**config.mk**
```make
export PLATFORM = sky130hd
export DESIGN_NAME = clock_set_ctrl
export DESIGN_NICKNAME = d
export VERILOG_FILES = /design/src/rtl/clock_set_ctrl_pkg.sv /design/src/rtl/clock_set_ctrl_key.sv /design/src/rtl/clock_set_ctrl.sv
export SDC_FILE = /design/constraint.sdc
export NUM_CORES = 1
export LEC_CHECK = 0
export CAP_MARGIN = 10
export CELL_PAD_IN_SITES_DETAIL_PLACEMENT = 1
export CELL_PAD_IN_SITES_GLOBAL_PLACEMENT = 1
export CORE_ASPECT_RATIO = 1.1
export CORE_UTILIZATION = 35
export CTS_CLUSTER_SIZE = 10
export DETAILED_ROUTE_END_ITERATION = 8
export PLACE_DENSITY_LB_ADDON = 0.2
export SKIP_CTS_REPAIR_TIMING = 1
export SLEW_MARGIN = 10
export SYNTH_ARGS = -nofsm -noshare
export SYNTH_HDL_FRONTEND = slang
export SYNTH_SLANG_ARGS = --single-unit
```
**constraint.sdc**
```tcl
create_clock -name clk_in_50M -period 7.6 [get_ports clk_in_50M]
set_input_delay 1.52 -clock clk_in_50M [delete_from_list [all_inputs] [get_ports clk_in_50M]]
set_output_delay 1.52 -clock clk_in_50M [all_outputs]
set_load 0.01 [all_outputs]
```
**src/rtl/clock_set_ctrl_pkg.sv**
```systemverilog
// Shared types for the clock time-set controller: state encoding, field moduli, time width.
// Pure declarations; no latency and no flow control.
package clock_set_ctrl_pkg;

  localparam int TIME_W   = 7;
  localparam int MOD_MS   = 60;
  localparam int MOD_HOUR = 24;

  typedef logic [TIME_W-1:0] time_t;

  typedef enum logic [2:0] {
    ST_RUN      = 3'd0,
    ST_SET_HOUR = 3'd1,
    ST_SET_MIN  = 3'd2,
    ST_SET_SEC  = 3'd3,
    ST_COMMIT   = 3'd4
  } state_t;

  // Increment with wrap; any value at or above modulus-1 lands on 0.
  function automatic time_t inc_wrap(input time_t val, input time_t modulus);
    logic [TIME_W:0] nxt;
    nxt = {1'b0, val} + {{TIME_W{1'b0}}, 1'b1};
    if (nxt >= {1'b0, modulus}) inc_wrap = '0;
    else                        inc_wrap = nxt[TIME_W-1:0];
  endfunction

endpackage

```
**src/rtl/clock_set_ctrl_key.sv**
```systemverilog
// Key conditioner: 2-FF sync, stable-level debounce, one-cycle press pulse on the debounced rise.
// Latency 2 + DEBOUNCE_CYCLES cycles from key to pulse; no backpressure (pulse is fire-and-forget).
module key_debounce #(
  parameter int DEBOUNCE_CYCLES = 1_000_000
) (
  input  logic clk_in_50M,
  input  logic rst,
  input  logic key_raw,
  output logic press
);

  localparam int CNT_W = $clog2(DEBOUNCE_CYCLES + 1);

  logic [1:0]       sync_q, sync_d;
  logic             level_q, level_d;
  logic [CNT_W-1:0] cnt_q, cnt_d;
  logic             press_q, press_d;

  always_comb begin
    sync_d  = {sync_q[0], key_raw};
    level_d = level_q;
    cnt_d   = cnt_q;
    // Any sample agreeing with the current level restarts the run length.
    if (sync_q[1] == level_q) begin
      cnt_d = '0;
    end else if (cnt_q == CNT_W'(DEBOUNCE_CYCLES - 1)) begin
      level_d = sync_q[1];
      cnt_d   = '0;
    end else begin
      cnt_d = cnt_q + CNT_W'(1);
    end
    press_d = level_d & ~level_q;
  end

  always_ff @(posedge clk_in_50M or posedge rst) begin
    if (rst) begin
      sync_q  <= '0;
      level_q <= 1'b0;
      cnt_q   <= '0;
      press_q <= 1'b0;
    end else begin
      sync_q  <= sync_d;
      level_q <= level_d;
      cnt_q   <= cnt_d;
      press_q <= press_d;
    end
  end

  assign press = press_q;

endmodule

```
**src/rtl/clock_set_ctrl.sv**
```systemverilog
// Time-set FSM for the HH:MM:SS counters: shadows, commit load strobes, per-field blink.
// Reacts one cycle after a debounced press; no backpressure, counters take load/en as levels.
module clock_set_ctrl
  import clock_set_ctrl_pkg::*;
#(
  parameter int DEBOUNCE_CYCLES = 1_000_000,
  parameter int BLINK_HALF      = 12_500_000,
  parameter int COMMIT_CYCLES   = 4,
  parameter int HOUR_MOD        = MOD_HOUR
) (
  input  logic              clk_in_50M,
  input  logic              rst,
  input  logic              key_mode,
  input  logic              key_inc,
  input  logic [TIME_W-1:0] hourState,
  input  logic [TIME_W-1:0] minState,
  input  logic [TIME_W-1:0] secState,
  output logic              en_hour,
  output logic              en_min,
  output logic              en_sec,
  output logic              load_hour,
  output logic              load_min,
  output logic              load_sec,
  output logic              rst_hour,
  output logic              rst_min,
  output logic              rst_sec,
  output logic [TIME_W-1:0] data_hour,
  output logic [TIME_W-1:0] data_min,
  output logic [TIME_W-1:0] data_sec,
  output logic              blink_hour,
  output logic              blink_min,
  output logic              blink_sec,
  output logic              setting
);

  localparam int CC_W = $clog2(COMMIT_CYCLES + 1);
  localparam int BL_W = $clog2(BLINK_HALF + 1);

  logic mode_press, inc_raw_press, inc_press;

  state_t            state_q, state_d;
  time_t             hour_q, hour_d, min_q, min_d, sec_q, sec_d;
  logic [CC_W-1:0]   commit_cnt_q, commit_cnt_d;
  logic [BL_W-1:0]   blink_cnt_q, blink_cnt_d;
  logic              phase_q, phase_d;
  logic              clr_q, clr_d;
  logic              enter_set;

  key_debounce #(.DEBOUNCE_CYCLES(DEBOUNCE_CYCLES)) u_key_mode (
    .clk_in_50M (clk_in_50M),
    .rst        (rst),
    .key_raw    (key_mode),
    .press      (mode_press)
  );

  key_debounce #(.DEBOUNCE_CYCLES(DEBOUNCE_CYCLES)) u_key_inc (
    .clk_in_50M (clk_in_50M),
    .rst        (rst),
    .key_raw    (key_inc),
    .press      (inc_raw_press)
  );

  assign inc_press = inc_raw_press & ~mode_press;

  always_comb begin
    state_d      = state_q;
    hour_d       = hour_q;
    min_d        = min_q;
    sec_d        = sec_q;
    commit_cnt_d = commit_cnt_q;
    clr_d        = 1'b0;
    case (state_q)
      ST_RUN: begin
        if (mode_press) begin
          state_d = ST_SET_HOUR;
          hour_d  = hourState;
          min_d   = minState;
          sec_d   = secState;
        end
      end
      ST_SET_HOUR: begin
        if (mode_press)     state_d = ST_SET_MIN;
        else if (inc_press) hour_d  = inc_wrap(hour_q, time_t'(HOUR_MOD));
      end
      ST_SET_MIN: begin
        if (mode_press)     state_d = ST_SET_SEC;
        else if (inc_press) min_d   = inc_wrap(min_q, time_t'(MOD_MS));
      end
      ST_SET_SEC: begin
        if (mode_press) begin
          state_d      = ST_COMMIT;
          commit_cnt_d = '0;
        end else if (inc_press) begin
          sec_d = inc_wrap(sec_q, time_t'(MOD_MS));
        end
      end
      ST_COMMIT: begin
        if (commit_cnt_q == CC_W'(COMMIT_CYCLES - 1)) state_d = ST_RUN;
        else commit_cnt_d = commit_cnt_q + CC_W'(1);
      end
      default: state_d = ST_RUN;
    endcase

    // Restarting the divider on entry keeps the new field visible first.
    enter_set = (state_d != state_q) &&
                ((state_d == ST_SET_HOUR) || (state_d == ST_SET_MIN) || (state_d == ST_SET_SEC));
    blink_cnt_d = blink_cnt_q + BL_W'(1);
    phase_d     = phase_q;
    if (enter_set) begin
      blink_cnt_d = '0;
      phase_d     = 1'b0;
    end else if (blink_cnt_q == BL_W'(BLINK_HALF - 1)) begin
      blink_cnt_d = '0;
      phase_d     = ~phase_q;
    end
  end

  always_ff @(posedge clk_in_50M or posedge rst) begin
    if (rst) begin
      state_q      <= ST_RUN;
      hour_q       <= '0;
      min_q        <= '0;
      sec_q        <= '0;
      commit_cnt_q <= '0;
      blink_cnt_q  <= '0;
      phase_q      <= 1'b0;
      clr_q        <= 1'b1;
    end else begin
      state_q      <= state_d;
      hour_q       <= hour_d;
      min_q        <= min_d;
      sec_q        <= sec_d;
      commit_cnt_q <= commit_cnt_d;
      blink_cnt_q  <= blink_cnt_d;
      phase_q      <= phase_d;
      clr_q        <= clr_d;
    end
  end

  assign en_hour    = (state_q == ST_RUN);
  assign en_min     = (state_q == ST_RUN);
  assign en_sec     = (state_q == ST_RUN);
  assign load_hour  = (state_q == ST_COMMIT);
  assign load_min   = (state_q == ST_COMMIT);
  assign load_sec   = (state_q == ST_COMMIT);
  assign rst_hour   = clr_q;
  assign rst_min    = clr_q;
  assign rst_sec    = clr_q;
  assign data_hour  = hour_q;
  assign data_min   = min_q;
  assign data_sec   = sec_q;
  assign blink_hour = phase_q & (state_q == ST_SET_HOUR);
  assign blink_min  = phase_q & (state_q == ST_SET_MIN);
  assign blink_sec  = phase_q & (state_q == ST_SET_SEC);
  assign setting    = (state_q != ST_RUN);

endmodule

```
==> results by group <==
Floorplan
  • Initial core utilization: 0.365
  • Die Width: 120 um
  • I/O pin cnt: 59
  • Die ar.: 15,700 um2
  • Site Rows: 46
  • Die Y: 131 um
  • Core area: 14,600 um2

Status
  • Status: finished clean

Timing
  • Setup TNS: 0 ns
  • Least-Margin Pin Slew: 0.912 ns
  • Minimum clock period: 3.82 ns
  • Slew Limit Headroom: 0.392
  • Final hold violation count: 0
  • RSZ-0062 raised after global routing: false
  • F_max: 0.262 GHz
  • Max-slew violation count: 0
  • Setup Viol. Count Final: 0
  • Period utilization: 0.503
  • Clock Skews: 0.00754 ns

Synthesis
  • Synth Flop Type: dfrtp_1
  • Warnings, synthesis: 0
  • Post-synth net total: 599
  • Synthesized area: 5330 um2
  • Syn_area_per_cell: 9.43 um2
  • Synth cell types: 62
  • EDFF count, synth: 0
  • Synth Register Bits: 101
  • Sequential share of the synthesized area: 0.475
  • Async SR Flop Fraction: 1.00
  • Mapped Cells: 565

Critical path
  • Crit-path cells: nor3b_1, clkdlybuf4s50_1
  • Crit. End Element: output port
  • Worst setup SP type: flop
  • WP buf/inv: 1
  • Reg-to-reg slack, setup: 5.18 ns
  • Setup Crit Path Kind: flop to output port
  • Critical Path RT: 6.08 ns
  • Crit path max fanout: 16
  • CP peak stage delay: 0.70 ns
  • Family with the most delay on the worst path: simple AND/OR/NAND/NOR gates
  • Crit path DAT: 2.30 ns
  • Crit-path slowest cell: nor3b_1

GRT
  • Global-route wire length before repair: 21,300 um
  • All-Layer GR Usage: 0.167
  • Antenna violations before repair: 0
  • Number of global-route vias before repair: 4,391
  • Largest net degree at the start of global routing: 62
  • Congestion Overflow GR: 0

Detailed routing
  • Router iterations before antenna repair: 4
  • Antenna Violating Nets Remaining: 0
  • Routed WL: 12,300 um
  • DRT iter0 DRCs: 165
  • Routed WL per cell: 15.2 um
  • Vias per cell: 5.23
  • Routed vias: 4,234
  • # DRC: 0

Clock tree
  • Clk root buf: clkbuf_16
  • Clock tree from TritonCTS: built
  • Worst skew pair latency: 0.35 ns
  • Reg clk slew, reported paths: 0.07 ns
  • CTS max path bufs: 2
  • TritonCTS buffer count: 9
  • Clock sinks: 101
  • H-tree lvl count: 3

Finish
  • Layout cell share with drive strength beyond 1: 0.0550
  • Final core utilization: 0.430
  • Antenna Cells: 0
  • Commonest cells after routing, fill and taps aside: dfrtp_1 (100), nor2_1 (95), clkdlybuf4s50_1 (58), nand2_1 (46), nand3_1 (36)
  • Area grow syn2layout: 17.8%
  • Non-Filler Instances: 810
  • Nets: 647
  • Most common cell after layout, fill and taps aside: dfrtp_1
  • Final instance area: 6280 um2

Placed design
  • DP Wirelength: 8890 um
  • DP Area: 6000 um2
  • Placer Congestion: 0.799
  • Buffers added on ports: 58
  • Placed Cells: 794

Power and ir drop
  • Leakage: 2.70 nW
  • Power per cell area: 163 nW/um2
  • Peak supply drop: 0.110 mV
  • Power, Total: 1.02 mW

Job
  • Max cap viols: 0

Hold path
  • Hold Crit Class: flop to flop
==> report_power, final <==
group,switching [mW],leakage (nW),internal (mW)
clock,0.216,0.129,0.226
combinational,0.0206,1.29,0.0167
sequential,0.00403,1.28,0.541
==> cells by family (layout without fill, tap and decap cells) <==
group,after synthesis,in the layout,share of synthesized area
adders and majority gates,9,9,0.0211
DFF,101,101,0.475
AOI/OAI and AO/OA,62,62,0.0763
buffers and inverters,41,94,0.0446
other,1,1,0.000704
and+or+nand+nor,282,282,0.268
xor gates and xnor gates,65,65,0.107
muxes,4,4,0.00798
==> final cells by class <==
| cell class | count | area [um2] |
|---|---|---|
| Clock buffer | 9 | 225 |
| Clock inverter | 7 | 57.6 |
| Timing Repair Buffer | 60 | 596 |
| Inverter | 18 | 70.1 |
| Sequential cell | 101 | 2530 |
| Fill cell | 1713 | 8340 |
| Tap cell | 192 | 240 |
| Multi-Input combinational cell | 423 | 2560 |
==> registers in the layout, indices dropped and copies added (netlist names) <==
| name | cells |
|---|---|
| state_q | 3 |
| data_min | 7 |
| commit_cnt_q | 3 |
| u_key_mode.cnt_q | 20 |
| u_key_mode.sync_q | 2 |
| u_key_inc.level_q | 1 |
| u_key_inc.press | 1 |
| u_key_mode.press | 1 |
| u_key_inc.cnt_q | 20 |
| rst_hour | 1 |
| data_sec | 7 |
| phase_q | 1 |
| data_hour | 7 |
| blink_cnt_q | 24 |
| u_key_inc.sync_q | 2 |
| u_key_mode.level_q | 1 |
==> cells in the mapped netlist (all sizes together) (4+ instances only) <==
cell    count  share of area
a31oi       5         0.0059
nand2b      8         0.0094
nand2      47          0.034
and3       18          0.021
xnor2      31          0.051
ha          9          0.021
buf        17          0.028
dfrtp     100           0.47
or2         7         0.0082
nor2       96          0.068
o31ai       4         0.0056
and4        5         0.0082
a21oi      11          0.010
clkbuf      6         0.0042
nor3       11          0.011
o22ai       5         0.0059
xor2       34          0.056
nand3b      5         0.0070
inv        18          0.013
nand3      36          0.034
and2        5         0.0059
nand4      17          0.020
nor4b       4         0.0066
o21ai      16          0.015
nor4        8          0.013
==> stage by stage <==
stage	worst slack (ns)	hold slack [ns]
2_1_floorplan	3.43	0.331
3_3_place_gp	4.22	0.339
3_5_place_dp	4.13	0.339
4_1_cts	3.74	0.356
5_1_grt	3.66	0.372
6_report	3.78	0.351
==> metal layers <==
layer | GRT usage | part of all wire | vias up
met3 | 0.0369 | 0.031 | 14
met2 | 0.279 | 0.50 | 60
li1 | - | - | 2039
met1 | 0.212 | 0.45 | 2121
met4 | 0.0563 | 0.017 | 0
met5 | 0 | 0 | -
==> final timing paths <==
path,start,end,depth (start not counted)
worst max register to register,blink_cnt_q[10]$_DFF_PP0_,blink_cnt_q[3]$_DFF_PP0_,5
worst min-delay path,u_key_inc.sync_q[0]$_DFF_PP0_,u_key_inc.sync_q[1]$_DFF_PP0_,0
worst min register to register,u_key_inc.sync_q[0]$_DFF_PP0_,u_key_inc.sync_q[1]$_DFF_PP0_,0
max in group asynchronous,rst,data_sec[3]$_DFFE_PP0P_,3
worst max-delay path,state_q[1]$_DFF_PP0_,load_hour,2
min in group asynchronous,rst,blink_cnt_q[12]$_DFF_PP0_,2
Note: power is estimated with default switching activity, not from simulation.
